$ cat src/rtl/fifo_rd_prefetch_pkg.sv
// Shared defaults and pointer helper for the FIFO read prefetch front-end.
package fifo_rd_prefetch_pkg;

    localparam int DATA_WIDTH_DEFAULT  = 8;
    localparam int FIFO_PREFETCH_DEPTH = 3;

    // Circular increment for buffer pointers whose depth need not be a power of two.
    function automatic int unsigned wrap_inc(input int unsigned ptr, input int unsigned depth);
        return (ptr == depth - 1) ? 0 : ptr + 1;
    endfunction

endpackage

$ cat src/rtl/fifo_rd_prefetch_buf.sv
// Prefetch storage: register array written at wr_ptr, read asynchronously at rd_ptr.
module fifo_rd_prefetch_buf
    import fifo_rd_prefetch_pkg::*;
#(
    parameter int DATA_WIDTH = DATA_WIDTH_DEFAULT,
    parameter int BUF_DEPTH  = FIFO_PREFETCH_DEPTH,
    parameter int PTR_WIDTH  = $clog2(BUF_DEPTH)
) (
    input  logic                  i_clk,
    input  logic                  i_wr_en,
    input  logic [PTR_WIDTH-1:0]  i_wr_ptr,
    input  logic [DATA_WIDTH-1:0] i_wr_data,
    input  logic [PTR_WIDTH-1:0]  i_rd_ptr,
    output logic [DATA_WIDTH-1:0] o_rd_data
);

    logic [DATA_WIDTH-1:0] r_mem [BUF_DEPTH];

    // Data storage carries no reset; occupancy is tracked by the control logic.
    always_ff @(posedge i_clk) begin
        if (i_wr_en) begin
            r_mem[i_wr_ptr] <= i_wr_data;
        end
    end

    assign o_rd_data = r_mem[i_rd_ptr];

endmodule

$ cat src/rtl/fifo_rd_prefetch.sv
// First-word-fall-through read front-end: credit-managed prefetch from a sync FIFO core.
module fifo_rd_prefetch
    import fifo_rd_prefetch_pkg::*;
#(
    parameter int DATA_WIDTH = DATA_WIDTH_DEFAULT,
    parameter int BUF_DEPTH  = FIFO_PREFETCH_DEPTH,
    parameter int PTR_WIDTH  = $clog2(BUF_DEPTH)
) (
    input  logic                  clk,
    input  logic                  reset,
    output logic                  rd_ready,
    input  logic                  rd_empty,
    input  logic [DATA_WIDTH-1:0] rd_data,
    output logic                  dout_valid,
    input  logic                  dout_ready,
    output logic [DATA_WIDTH-1:0] dout,
    output logic [PTR_WIDTH:0]    buf_count
);

    localparam int CNT_W  = PTR_WIDTH + 1;
    localparam int CRED_W = CNT_W + 1;
    localparam logic [CRED_W-1:0] DEPTH_C = CRED_W'(BUF_DEPTH);

    logic                  r_rd_ready;
    logic                  r_inflight;
    logic [PTR_WIDTH-1:0]  r_wr_ptr;
    logic [PTR_WIDTH-1:0]  r_rd_ptr;
    logic [CNT_W-1:0]      r_count;

    logic                  w_accept;
    logic                  w_write;
    logic                  w_pop;
    logic [CNT_W-1:0]      w_next_count;
    logic [CRED_W-1:0]     w_next_credit;
    logic [DATA_WIDTH-1:0] w_head;

    assign w_accept = r_rd_ready & ~rd_empty;
    assign w_write  = r_inflight;
    assign w_pop    = dout_valid & dout_ready;

    // Credit looks at next-cycle occupancy so rd_ready never depends on dout_ready combinationally.
    always_comb begin
        w_next_count = r_count;
        if (w_write && !w_pop) begin
            w_next_count = r_count + CNT_W'(1);
        end else if (!w_write && w_pop) begin
            w_next_count = r_count - CNT_W'(1);
        end
        w_next_credit = {1'b0, w_next_count} + {{CNT_W{1'b0}}, w_accept};
    end

    always_ff @(posedge clk or posedge reset) begin
        if (reset) begin
            r_rd_ready <= 1'b0;
            r_inflight <= 1'b0;
            r_wr_ptr   <= '0;
            r_rd_ptr   <= '0;
            r_count    <= '0;
        end else begin
            r_inflight <= w_accept;
            r_count    <= w_next_count;
            r_rd_ready <= (w_next_credit < DEPTH_C);
            if (w_write) begin
                r_wr_ptr <= PTR_WIDTH'(wrap_inc(32'(r_wr_ptr), BUF_DEPTH));
            end
            if (w_pop) begin
                r_rd_ptr <= PTR_WIDTH'(wrap_inc(32'(r_rd_ptr), BUF_DEPTH));
            end
        end
    end

    fifo_rd_prefetch_buf #(
        .DATA_WIDTH (DATA_WIDTH),
        .BUF_DEPTH  (BUF_DEPTH),
        .PTR_WIDTH  (PTR_WIDTH)
    ) u_prefetch_buf (
        .i_clk     (clk),
        .i_wr_en   (w_write),
        .i_wr_ptr  (r_wr_ptr),
        .i_wr_data (rd_data),
        .i_rd_ptr  (r_rd_ptr),
        .o_rd_data (w_head)
    );

    // Head is masked while empty so dout reads zero out of reset.
    assign dout_valid = (r_count != '0);
    assign dout       = dout_valid ? w_head : '0;
    assign buf_count  = r_count;
    assign rd_ready   = r_rd_ready;

endmodule
$ cat config.mk
export PLATFORM = sky130hd
export DESIGN_NAME = fifo_rd_prefetch
export DESIGN_NICKNAME = d
export VERILOG_FILES = /design/src/rtl/fifo_rd_prefetch_pkg.sv /design/src/rtl/fifo_rd_prefetch_buf.sv /design/src/rtl/fifo_rd_prefetch.sv
export SDC_FILE = /design/constraint.sdc
export NUM_CORES = 1
export LEC_CHECK = 0
export CAP_MARGIN = 10
export CORE_MARGIN = 3
export CORE_UTILIZATION = 30
export CTS_CLUSTER_DIAMETER = 100
export DETAILED_ROUTE_END_ITERATION = 10
export PLACE_DENSITY = 0.54
export SYNTH_ARGS = -nofsm -noshare
export SYNTH_HDL_FRONTEND = slang
export SYNTH_SLANG_ARGS = --single-unit
$ cat constraint.sdc
create_clock -name clk -period 2.6 [get_ports clk]
set_input_delay 0.65 -clock clk [delete_from_list [all_inputs] [get_ports clk]]
set_output_delay 0.65 -clock clk [all_outputs]
set_load 0.02 [all_outputs]
# == Word-level counts from Yosys, hierarchy flattened ==
# Memory sizes are Yosys's and may differ from the RTL's.
# Index checks and enable logic that the tools add are counted.
# totals
n_memories,1
ram_bits,24
inputBits,12
register_bits,9
out_inout_bits,13
# classes
n_reduce_logical,5
n_bitwise,3
magnitude_cmp,1
muxes,7
eq_ne,2
addsub,5
# memory_table
name,depth,width,read_ports,rd_clocked_by_memory_dff,wr,line_no,text
u_prefetch_buf.r_mem,3,8,1,0,1,fifo_rd_prefetch_buf.sv:17,logic [DATA_WIDTH-1:0] r_mem [BUF_DEPTH];
# op_table
cell,n
$mux 8,1
$mux 3,2
$add 2x1->2 const B,2
$add 3x1->4,1
$eq 2x2->1 const B,2
$lt 4x2->1 const B,1
$mux 2,2
$add 3x1->3 const B,1
$reduce_bool 3->1,1
$sub 3x1->3 const B,1
$and 1x1->1,2
$logic_and 1x1->1,2
$logic_not 1->1,2
$mux 1,2
$not 1->1,1

# == Logic depth before layout (Yosys ltp) ==
# Gate-level depths: netlist of the first run.
# depth
word_depth,7
mapped_depth,12

# == Hierarchy ==
# From an unflattened synthesis of the first run, not the netlist that was laid out.
# unflattened
hier_cells,116
area_unflattened_um2,1551.5
# modules_own_cells
module,area_per_inst_um2,cells_each,instances
fifo_rd_prefetch_buf,918.4,53,1
fifo_rd_prefetch,633.1,63,1

# == Least setup slack after synthesis of the first run ==
# No wires, ideal clock.
# synth_path
kind,reg-to-reg
start,"register r_count[1], in the netlist buf_count[1]"
end,"register r_rd_ready, in the netlist rd_ready"
n_path_buf,1
period_less_slack_ns,2.308
t_required_ns,2.521
path_slack_ns,0.292
path_stages_with_launch,13
arrival_ns,2.229
path_cell_list,dfrtp_1 > inv_1 > ha_1 > nor2b_1 > buf_6 > clkinv_4 > nand2_4 > mux2_4 > mux2i_1 > ha_1 > nand2_1 > nand4b_1 > mux2i_1
# synth_via
elab_chain_len,7
elab_cells_between_ends,11
cone_classes,add/sub (3); order compare (1); mux (2); bitwise (1); reduce/logical (4)
# synth_rtl
item,line_no,text
"start, declared",fifo_rd_prefetch.sv:28,logic [CNT_W-1:0] r_count;
"start signal, assigned",fifo_rd_prefetch.sv:61,r_count <= w_next_count;
$reduce_bool 3->1 *,fifo_rd_prefetch.sv:86,assign dout_valid = (r_count != '0);
net dout_valid,fifo_rd_prefetch.sv:14,"output logic dout_valid,"
$and 1x1->1 *,fifo_rd_prefetch.sv:39,assign w_pop = dout_valid & dout_ready;
$logic_and 1x1->1 or $logic_not 1->1 (tied branches),"fifo_rd_prefetch.sv:46, fifo_rd_prefetch.sv:44",
$mux 3 or $logic_and 1x1->1 (tied branches),"fifo_rd_prefetch.sv:46, fifo_rd_prefetch.sv:44",
$mux 3 *,fifo_rd_prefetch.sv:44,if (w_write && !w_pop) begin
net w_next_count[1],fifo_rd_prefetch.sv:33,logic [CNT_W-1:0] w_next_count;
$add 3x1->4 *,fifo_rd_prefetch.sv:49,"w_next_credit = {1'b0, w_next_count} + {{CNT_W{1'b0}}, w_accept};"
$lt 4x2->1 *,fifo_rd_prefetch.sv:62,r_rd_ready <= (w_next_credit < DEPTH_C);
"end signal, assigned",fifo_rd_prefetch.sv:62,
"end, declared",fifo_rd_prefetch.sv:24,logic r_rd_ready;
# Mark *: on every way through the listed nets, which the timed path passes. The rest lies on a longest branch.
# A chain may end at the register's enable or synchronous reset.

# == Worst setup path after layout of the first run ==
# layout_path
start,"register r_count[0], in the netlist buf_count[0]"
end,output dout_valid
# layout_via
elab_chain_len,1
# layout_rtl
item,line_no
$reduce_bool 3->1,fifo_rd_prefetch.sv:86
"end, declared",fifo_rd_prefetch.sv:14
# No other way between the ends.

==> impl_metrics.toml, run 1 <==
[timing]
fin_skew_ns = 0.00494
min_period_ns = 2.47
relSlewSlack_pct = 70.6
hold_viol_final = 0
setup_viol = 0
fin_tns_setup_ns = 0
slew_violations = 0
rsz0062_at_grt = "false"
fmax_ghz = 0.405
fin_crit_sh_pct = 95.0
worstMarginPinSlew_ns = 0.437

[die]
rows = 25
ios = 25
initial_utilization_pct = 31.5
die-area_mm2 = 0.00590
die_w_um = 76.8
core_mm2 = 0.00479
die_h_um = 76.8

[synthesis]
ys_warn_count = 0
syn_avg_cell_area_um2 = 12.9
synth_compound_area_share_pct = 7.32
synth_top_family_by_area = "simple AND/OR/NAND/NOR gates"
synthesis.area_mm2 = 0.00151
yosys.area_share.xor_xnor_pct = 1.16
ys_seq_area_share_pct = 62.8
synth_mux_area_share_pct = 8.31
synthAdderAreaFrac_pct = 4.16
ys_ff_latch = 33
synthesis.nets = 134
synthSimpleGateAreaFrac_pct = 12.4
synthCells = 117
synth.distinct_cells = 31

[critical_path]
worstPathMaxFanout = 4
cp-end-kind = "primary output"
critPathKind = "flop to primary output"
critPathBufInv = 4
cp_top_family = "buffers and inverters"
max_stage_delay_ns = 0.60
cp_cell_sequence = "inv_1 -> ha_1 -> nor2b_4 -> buf_4 -> clkinv_4 -> clkdlybuf4s50_1"
cp_slowest_cell = "clkdlybuf4s50_1"
crit_arrival_ns = 1.82
crit_path_start_kind = "flop"
crit_required_ns = 1.95

[layout]
area_growth_pct = 34.1
final.fill_count = 467
drive_above_1_share_pct = 15.5
regArea_um2 = 948
multi_input_area_um2 = 509
fin_nets = 171
num_antenna_cells = 0

[clocking]
insertion_delay_ns = 0.28
clk_pin_slew_ns = 0.06
clock-sinks = 33
cts_buffers = 5
htreeDepth = 2
cts_tree = "built"
cts-root-buf = "clkbuf_8"
cts_max_path_buffers = 2

[placement]
place.gp.congestion = 0.738
io_buffers = 24
hpwl_um = 2150

[power]
ir_drop_v = 0.000485
p_total_uw = 2480
p_per_area_mw_per_mm2 = 1230
p_leak_uw = 0.000915

[grt]
grt_max_degree = 20
track_usage_pct = 11.4
grt-ovfl-total = 0
grt_pass1_vias = 1098
grt_first_pass_wirelength_um = 5150
antenna_found_initial = 0

[routing]
dr.first_iter.drc_count = 70
ant_nets = 0
drt_first_pass_iters = 4
vias_per_cell = 4.48
drc = 0
routed-via-count = 995
wl_per_cell_um = 14.1
drt_wl_total_um = 3130

[status]
status = "completed"

[run]
maxCapViolCount = 0

[worst_hold_path]
hp-class = "flop to flop"
## through the flow
stage / worst slack [ns] / instance area (um2) / util [%] / instances / hold slack [ns]
2_1_floorplan: 0.292 / 1510 / - / 117 / 0.460
3_3_place_gp: -0.0941 / 1870 / 39.0 / 212 / 0.469
3_5_place_dp: -0.239 / 1870 / 39.0 / 212 / 0.499
4_1_cts: 0.00269 / 1980 / 41.4 / 220 / 0.518
5_1_grt: 0.0411 / 2020 / 42.2 / 222 / 0.540
6_report: 0.129 / 2020 / 42.2 / 222 / 0.535
## placed cells by master, fill, tap and decap left out, types with 2 or more instances in the layout
cell type | Yosys | final
nor2_1 | 19 | 19
nor2b_1 | 3 | 2
nor3_1 | 2 | 2
a21oi_1 | 9 | 9
edfxtp_1 | 24 | 24
nand2b_1 | 3 | 3
inv_1 | 5 | 5
nand3_1 | 2 | 2
buf_4 | 0 | 11
clkbuf_8 | 0 | 5
clkdlybuf4s50_1 | 0 | 16
ha_1 | 5 | 5
dfrtp_1 | 9 | 7
mux2i_1 | 11 | 11
a21o_1 | 4 | 4
dfrtp_2 | 0 | 2
dlymetal6s2s_1 | 0 | 8
## final timing paths
kind	from	to	slack [ns]	depth (start not counted)
max in group asynchronous	reset	r_rd_ptr[0]	1.64	2
worst max-delay path	buf_count[0]	dout_valid	0.13	6
worst max register to register	buf_count[0]	rd_ready	0.33	12
worst min-delay path	r_wr_ptr[0]	r_wr_ptr[0]	0.54	1
min in group asynchronous	reset	r_wr_ptr[1]	0.66	2
worst min register to register	r_wr_ptr[0]	r_wr_ptr[0]	0.54	1
## cells by family after synthesis
kind of cell	count (synthesis)
simple gates	37
flops	33
compound gates	17
mux	12
buf+inv	11
fa+ha+maj	5
xor+xnor	2
## where the power goes
group          internal [uW]  total [uW]  leakage, uW  switching [uW]
combinational            582        1190     0.000535             604
sequential               698         836     0.000327             138
clock                    283         463    0.0000528             180
total                   1560        2480     0.000915             922
## worst register-to-register path, stage by stage (launching register included)
cell and delay, ns:
dfrtp_1 0.34, inv_1 0.06, ha_1 0.21, nor2b_4 0.13
buf_4 0.15, clkinv_4 0.06, nand2_4 0.08, xnor2_1 0.31
ha_1 0.29, ha_1 0.25, nand2_1 0.09, nand4b_1 0.09
mux2i_1 0.15
## area by class of cell
| class | count | share of cell area, % |
|---|---|---|
| clock inverters | 2 | 1.67 |
| multi-input cells | 73 | 25.2 |
| flip-flops and latches | 33 | 47.0 |
| well taps | 67 | 4.15 |
| clock buffers | 6 | 3.60 |
| inverters | 6 | 1.36 |
| repair buffers | 35 | 17.0 |
## registers in the layout (all words and copies together) (netlist names)
register              cells
buf_count                 3
r_inflight                1
r_rd_ptr                  2
r_wr_ptr                  2
rd_ready                  1
u_prefetch_buf.r_mem     24
## what timing repair did
item / 4_1_cts / 5_1_grt
hold endpoints to repair: 0 / 0
hold buffers: 0 / 0
buffers inserted: 0 / 2
gates resized for setup: 3 / 9
endpoints found under the setup margin: 10 / 9
## synth_stat cells, drive strengths merged
cell | count | area (um2)
nand4b | 1 | 8.76
nor3b | 1 | 7.51
clkbuf | 1 | 3.75
and3 | 1 | 6.26
o2111ai | 1 | 8.76
xnor2 | 1 | 8.76
inv | 5 | 18.8
nor3 | 2 | 10.0
dfrtp | 9 | 225
or2 | 1 | 6.26
clkinv | 1 | 8.76
a311oi | 1 | 8.76
nand3 | 2 | 10.0
ha | 5 | 62.6
nor2 | 19 | 71.3
a22oi | 1 | 7.51
nand2b | 3 | 18.8
buf | 4 | 26.3
a21oi | 9 | 45.0
nand3b | 1 | 7.51
and2 | 1 | 6.26
mux2 | 1 | 15.0
edfxtp | 24 | 721
nor2b | 3 | 18.8
mux2i | 11 | 110
a21o | 4 | 30.0
o211a | 1 | 10.0
xor2 | 1 | 8.76
nand2 | 2 | 15.0
## routing by layer
layer / vias to the layer above / share of wire (%) / global-route usage [%]
li1: 488 / - / -
met1: 479 / 48 / 14.0
met2: 24 / 47 / 18.3
met3: 4 / 4.0 / 4.23
met4: 0 / 0.93 / 4.35
met5: - / 0 / 0
No activity file was read; power rests on OpenSTA's default activity.
==> run 2, diff against run 1 <==
--- a/config.mk
+++ b/config.mk
@@ -11,6 +11,8 @@
 export CTS_CLUSTER_DIAMETER = 100
 export DETAILED_ROUTE_END_ITERATION = 10
 export PLACE_DENSITY = 0.54
+export SKIP_CTS_REPAIR_TIMING = 1
 export SYNTH_ARGS = -nofsm -noshare
 export SYNTH_HDL_FRONTEND = slang
 export SYNTH_SLANG_ARGS = --single-unit
+export TNS_END_PERCENT = 1
==> run 2 against run 1 <==
Effect of this change: power up 0.15%; first-iteration DRC count down 8.6%; clock-buffer cell count unchanged; critical path depth unchanged; non-clock buffer count unchanged; register-to-register slack about the same; final area unchanged; sequential power about the same; clock power about the same; worst setup slack worse by 0.0045 ns; highest routed layer unchanged.
==> impl_metrics.toml, run 2 (synthesis gave the netlist of run 1 again) <==
[die]
die_h_um = 76.8
die-area_mm2 = 0.00590
die_w_um = 76.8
initial_utilization_pct = 31.5
core_mm2 = 0.00479
rows = 25
ios = 25

[critical_path]
crit_path_start_kind = "flop"
critPathBufInv = 4
critPathKind = "flop to primary output"
cp_cell_sequence = "inv_1 -> ha_1 -> nor2b_4 -> buf_4 -> clkinv_4 -> clkdlybuf4s50_1"
crit_required_ns = 1.95
cp-end-kind = "primary output"
worstReg2RegEnd = "rd_ready"
cp_slowest_cell = "clkdlybuf4s50_1"
rrSetupSlack_ns = 0.33
max_stage_delay_ns = 0.60
cp_top_family = "buffers and inverters"
worstReg2RegStart = "buf_count[0]"
crit_arrival_ns = 1.83
worst-r2r-cell-count = 12
cp_num_cells = 6
worstPathMaxFanout = 4

[layout]
fin_nets = 171
multi_input_area_um2 = 509
regMostFlops = "u_prefetch_buf.r_mem"
drive_above_1_share_pct = 15.5
area_growth_pct = 34.1
post-route-util_pct = 42.2
mostFrequentLayoutCells = "24 x edfxtp_1, 19 x nor2_1, 16 x clkdlybuf4s50_1"
largest_reg_flops = 24
final_common_cell = "edfxtp_1"
final.fill_count = 468
fin_cells = 222
regArea_um2 = 948
num_antenna_cells = 0

[clocking]
clk_pin_slew_ns = 0.06
cts-root-buf = "clkbuf_8"
cts_max_path_buffers = 2
cts_buffers = 5
htreeDepth = 2
cts_tree = "built"
clock-sinks = 33
insertion_delay_ns = 0.28

[placement]
hpwl_um = 2150
place.gp.congestion = 0.738
dp.cells = 212
io_buffers = 24

[timing]
setup_viol = 0
worstMarginPinSlew_ns = 0.435
holdWs_ns = 0.532
fmax_ghz = 0.404
fin_crit_sh_pct = 95.2
rsz0062_at_grt = "false"
relSlewSlack_pct = 70.8
min_period_ns = 2.48
slew_violations = 0
hold_viol_final = 0
fin_skew_ns = 0.00484
fin_tns_setup_ns = 0

[grt]
grt_max_degree = 20
grt_first_pass_wirelength_um = 5140
antenna_found_initial = 0
grt-ovfl-total = 0
track_usage_pct = 11.4
grt_pass1_vias = 1095

[routing]
vias_per_cell = 4.52
wl_per_cell_um = 14.1
drt_first_pass_iters = 4
dr.first_iter.drc_count = 64
drt_wl_total_um = 3140
ant_nets = 0
routed-via-count = 1004
drc = 0

[status]
status = "completed"

[run]
maxCapViolCount = 0

[worst_hold_path]
min_to = "r_wr_ptr[0]"
holdCritStartpoint = "r_wr_ptr[0]"
hp-class = "flop to flop"
hold_depth = 1

[power]
p_per_area_mw_per_mm2 = 1230
p_leak_uw = 0.000915
ir_drop_v = 0.000485
[run 2: metal layers]
metal / global-route usage (%) / routed length [um]
met5: 0 / 0
met4: 4.35 / 44
met3: 4.23 / 130
met2: 18.3 / 1470
met1: 13.9 / 1500
[run 2: where the power goes]
part / switching (uW) / internal, uW / leakage (uW) / total, uW
combinational: 606 / 582 / 0.000535 / 1190
sequential: 138 / 698 / 0.000327 / 836
clock: 181 / 283 / 0.0000528 / 464
total: 925 / 1560 / 0.000915 / 2490
[run 2: how the worst max path moves through the flow]
| stage | from | endpoint |
|---|---|---|
| after global routing | buf_count[0] | dout_valid |
| after global placement | buf_count[0] | rd_ready |
| after CTS | buf_count[1] | dout_valid |
| final | buf_count[0] | dout_valid |
| after floorplan | buf_count[1] | rd_ready |
| after detailed placement | buf_count[1] | rd_ready |
[run 2: area by class of cell]
type                            instances  area share (%)
Timing Repair Buffer                   35            17.0
Tap cell                               67            4.15
Sequential cell                        33            47.0
Clock inverter                          2            1.67
Multi-Input combinational cell         73            25.2
Clock buffer                            6            3.60
Inverter                                6            1.36
[run 2: worst reg2reg max path: stages, from the launching register on]
cell      delay, ns
dfrtp_1        0.34
inv_1          0.06
ha_1           0.21
nor2b_4        0.13
buf_4          0.15
clkinv_4       0.06
nand2_4        0.08
xnor2_1        0.31
ha_1           0.29
ha_1           0.25
nand2_1        0.09
nand4b_1       0.09
mux2i_1        0.15
[run 2: per-stage QoR]
stage	worst slack, ns	cell area, um2	total power (uW)
2_1_floorplan	0.292	1510	1530
3_3_place_gp	-0.0941	1870	1990
3_5_place_dp	-0.239	1870	2030
4_1_cts	-0.462	1970	2500
5_1_grt	0.0343	2020	2670
6_report	0.125	2020	2490
==> patch 1, RTL diff (settings of run 1) <==
Set the package constant `DATA_WIDTH_DEFAULT` to 9 (it was 8).
--- a/src/rtl/fifo_rd_prefetch_pkg.sv
+++ b/src/rtl/fifo_rd_prefetch_pkg.sv
@@ -1,7 +1,7 @@
 // Shared defaults and pointer helper for the FIFO read prefetch front-end.
 package fifo_rd_prefetch_pkg;
 
-    localparam int DATA_WIDTH_DEFAULT  = 8;
+    localparam int DATA_WIDTH_DEFAULT  = 9;
     localparam int FIFO_PREFETCH_DEPTH = 3;
 
     // Circular increment for buffer pointers whose depth need not be a power of two.
Ports: changed (resized dout and rd_data); port bits go from 25 to 27. No check against the original RTL was run, so the function may have changed too.
==> patch 1 against run 1 <==
  * Setup slack better by 7.2 ps
  * Global-route usage decreased by 0.45 points
  * Critical path depth unchanged
  * Synthesized area increased by 7.1%
  * Cell area is 2.6% higher
  * Fmax grew 0.29%
  * Critical path type unchanged
  * Via count rose by 4.5%
  * Sequential cell count rose by 3
  * Highest routed layer unchanged
  * Total power decreased by 3.1%
  * Wire length rose by 2.7%
==> patch 1: results (changes against run 1) <==
| Metric | Value |
|---|---|
| Synth area leaders | edfxtp_1 50%, dfrtp_1 14%, mux2i_1 7.5%, nor2_1 4.9%, ha_1 3.9% (was edfxtp_1 48%, dfrtp_1 15%, mux2i_1 7.3%, nor2_1 4.7%, ha_1 4.2%) |
| WL met1 | 1450 µm (was 1490 µm) |
| Finished Layout Cells | 232 (was 222) |
| Final HPWL from detailed placement | 2230 µm (was 2150 µm) |
| Share of post-route cells with drive strength above 1 | 13.0% (was 15.5%) |
| Dpl cells | 224 (was 212) |
| Leak | 0.850 nW (was 0.915 nW) |
| Post-synth EDFFs | 27 (was 24) |
| Ys async rst share | 25.0% (was 27.3%) |
| DRT iter0 DRCs | 38 (was 70) |
| Sequential fraction of the synthesis area | 64.3% (was 62.8%) |
| Layout Skew | 3.15 ps (was 4.94 ps) |
| Gr usage total | 11.0% (was 11.4%) |
| GP Congestion | 0.841 (was 0.738) |
| First-pass GRT wire length | 5190 µm (was 5150 µm) |
| Drt wl/cell | 13.9 µm (was 14.1 µm) |
| Synth cell count leaders | 27 x edfxtp_1, 21 x nor2_1, 12 x mux2i_1 (was 24 x edfxtp_1, 19 x nor2_1, 11 x mux2i_1) |
| Vias per inst | 4.48 (about the same) |
| Place WS | 159 ps (was -239 ps) |
| Met2 routed WL | 1560 µm (was 1480 µm) |
| Syn avg cell area | 12.9 µm² (about the same) |
| CP max FO | 5 (was 4) |
| Vias in the first global route | 1056 (was 1098) |
| I/O Buffers | 26 (was 24) |
| Layout Nets | 180 (was 171) |
| Synth cell types | 30 (was 31) |
| Post-DP Area | 1990 µm² (was 1870 µm²) |
| Status | finished, final reports clean (unchanged) |
| Actual slew at the worst max-slew pin | 687 ps (was 437 ps) |
## patch 1: cell families after synthesis
logic type | Yosys count | share of synthesized area (%)
flops | 36 | 64.3
fa+ha+maj | 5 | 3.88
xor+xnor | 2 | 1.09
mux | 13 | 8.39
simple gates | 41 | 12.1
buf+inv | 10 | 3.26
compound gates | 18 | 6.99
## patch 1: final cells by class
cell class | count | area [µm²]
fill | 544 | 3070
sequential | 36 | 1040
multi-input combinational | 79 | 529
timing repair buffer | 35 | 317
tap | 70 | 87.6
clock buffer | 6 | 72.6
inverter | 5 | 23.8
clock inverter | 1 | 5.00
## patch 1: per-layer routing
layer / global-route usage (%) / vias up
met4: 4.12 / 0
met1: 13.1 / 490
met2: 18.6 / 29
li1: - / 516
met5: 0 / -
met3: 3.17 / 5
## patch 1: worst paths after layout
path	endpoint	cells past startpoint	slack [ps]	startpoint
worst max register to register	rd_ready	12	210	buf_count[0]
min in group asynchronous	r_rd_ptr[0]	2	640	reset
worst min-delay path	r_wr_ptr[0]	1	540	r_wr_ptr[0]
worst max-delay path	dout[3]	6	140	buf_count[0]
max in group asynchronous	r_inflight	2	1700	reset
worst min register to register	r_wr_ptr[0]	1	540	r_wr_ptr[0]
## patch 1: timing repair
item / CTS / global route
buffers inserted: 0 / 0
gates resized for setup: 10 / 3
hold endpoints to repair: 0 / 0
gates cloned: 0 / 1
endpoints found under the setup margin: 10 / 1
## patch 1: power breakdown
group	leakage (nW)	switching (mW)	internal, mW
sequential	0.357	0.123	0.755
clock	0.0410	0.174	0.182
combinational	0.453	0.653	0.522
total	0.850	0.950	1.46
## patch 1: critical path: stages, from the launching register on
cell and delay [ps]:
dfrtp_1 430, inv_1 90, ha_1 230, nor2b_2 180, buf_2 180, nor2_1 100
dlygate4sd2_1 330
==> patch 2, RTL diff (config.mk and constraints of run 1) <==
Without the edit above. Register the output `buf_count` once more, cleared by the reset; this adds one clock of latency there. The other outputs are not delayed to match.
--- a/src/rtl/fifo_rd_prefetch.sv
+++ b/src/rtl/fifo_rd_prefetch.sv
@@ -85,7 +85,13 @@
     // Head is masked while empty so dout reads zero out of reset.
     assign dout_valid = (r_count != '0);
     assign dout       = dout_valid ? w_head : '0;
-    assign buf_count  = r_count;
+    always_ff @(posedge clk or posedge reset) begin
+        if (reset) begin
+            buf_count <= '0;
+        end else begin
+            buf_count <= r_count;
+        end
+    end
     assign rd_ready   = r_rd_ready;
 
 endmodule
Function: changed (Yosys sat finds a counterexample within 4 cycles, from zero or initial values and one cycle with reset high).
==> patch 2 against run 1 <==
  * Total power down 0.94%
  * Critical endpoint is now rd_ready
  * Sequential cell count up 3
  * Wire length up 1.4%
  * Cell count down 0.90%
  * Synthesized area up 5.0%
  * Cell area up 0.25%
  * Via count up 2.0%
  * Combinational power down 12%
  * Count of clock-buffer cells in the layout unchanged
  * Sequential share of layout area up 3.6 points
  * Clock power up 3%
  * Setup slack better by 21 ps
==> patch 2: results (changes against run 1) <==
| Metric | Value |
|---|---|
| Status | finished, final reports clean (unchanged) |
| Mux cell area share after synthesis | 7.92% (was 8.31%) |
| GP Congestion | 0.808 (was 0.738) |
| XOR/XNOR share of the synthesized area | 1.11% (was 1.16%) |
| Fin util | 41.2% (was 42.2%) |
| Leak | 0.830 nW (was 0.915 nW) |
| Ys async rst share | 33.3% (was 27.3%) |
| R2R Setup Slk | 150 ps (was 330 ps) |
| CP peak stage delay | 450 ps (was 600 ps) |
| WS Path Type | flip-flop to flip-flop (was flip-flop to output port) |
| Final HPWL from detailed placement | 2210 µm (was 2150 µm) |
| CP max FO | 9 (was 4) |
| Synth area leaders | edfxtp_1 46%, dfrtp_1 19%, mux2i_1 7.0%, nor2_1 4.5%, ha_1 4.0% (was edfxtp_1 48%, dfrtp_1 15%, mux2i_1 7.3%, nor2_1 4.7%, ha_1 4.2%) |
| Reg2Reg Launch Point | r_count[1] (was buf_count[0]) |
| Synth Instances | 121 (was 117) |
| Finished Layout Cells | 220 (was 222) |
| Post_cts resized | 9 (was 3) |
| Max IR drop VDD | 0.000481 V (was 0.000485 V) |
| Synth Area in Compound Gates | 6.81% (was 7.32%) |
| Share of post-route cells with drive strength above 1 | 14.4% (was 15.5%) |
| Post-DP Area | 1910 µm² (was 1870 µm²) |
| Cell at the slowest stage of the critical path | dfrtp_2 (was clkdlybuf4s50_1) |
| Crit path DAT | 2650 ps (was 1820 ps) |
| Gr usage total | 10.7% (was 11.4%) |
| Layout Nets | 169 (was 171) |
| Fill cell count | 477 (was 467) |
| Post-Route WL | 3170 µm (was 3130 µm) |
| Adder-Cell Fraction of Synth Area | 3.96% (was 4.16%) |
| Delay-heaviest family, CP | multiplexers (was buffers and inverters) |
| Synth cell count leaders | 24 x edfxtp_1, 19 x nor2_1, 12 x dfrtp_1 (was 24 x edfxtp_1, 19 x nor2_1, 11 x mux2i_1) |
| Layout Skew | 4.11 ps (was 4.94 ps) |
| Via count | 1015 (was 995) |
-- patch 2: final cells by class --
class,instances,share of cell area [%]
flip-flops and latches,36,50.6
multi-input cells,75,25.4
repair buffers,29,13.4
well taps,67,4.14
clock buffers,6,3.59
clock inverters,2,1.73
inverters,5,1.18
-- patch 2: through the flow --
| step | worst slack [ps] | hold slack [ps] |
|---|---|---|
| 6_report | 151 | 456 |
| 5_1_grt | -2.07 | 479 |
| 4_1_cts | 63.1 | 466 |
| 3_5_place_dp | 80.8 | 449 |
| 3_3_place_gp | 153 | 447 |
| 2_1_floorplan | 399 | 416 |
-- patch 2: how the worst min path moves through the flow --
stage / cells after the start / to / start / slack [ps]
after global placement: 0 / buf_count[2] / r_count[2] / 450
after detailed placement: 0 / buf_count[0] / r_count[0] / 450
after floorplan: 0 / buf_count[0] / r_count[0] / 420
final: 0 / buf_count[0] / r_count[0] / 460
after global routing: 0 / buf_count[1] / r_count[1] / 480
after CTS: 0 / buf_count[0] / r_count[0] / 470
-- patch 2: layer usage --
metal	routed length, µm	GRT usage (%)	vias up
li1	-	-	494
met1	1460	13.2	493
met2	1540	17.9	23
met3	141	3.21	5
met4	31	3.15	0
met5	0	0	-
-- patch 2: cells by family (layout without fill, tap and decap cells) --
kind of cell | count (synthesis) | after routing
XOR/XNOR | 2 | 2
adder cells (fa/ha/maj) | 5 | 5
buffers and inverters | 10 | 42
flip-flops | 36 | 36
AND/OR/NAND/NOR | 39 | 39
multiplexers | 12 | 12
AO/OA/AOI/OAI | 17 | 17
-- patch 2: power by group --
part / total [mW] / switching, mW / internal (mW)
sequential: 0.939 / 0.172 / 0.767
clock: 0.477 / 0.193 / 0.284
combinational: 1.05 / 0.568 / 0.477
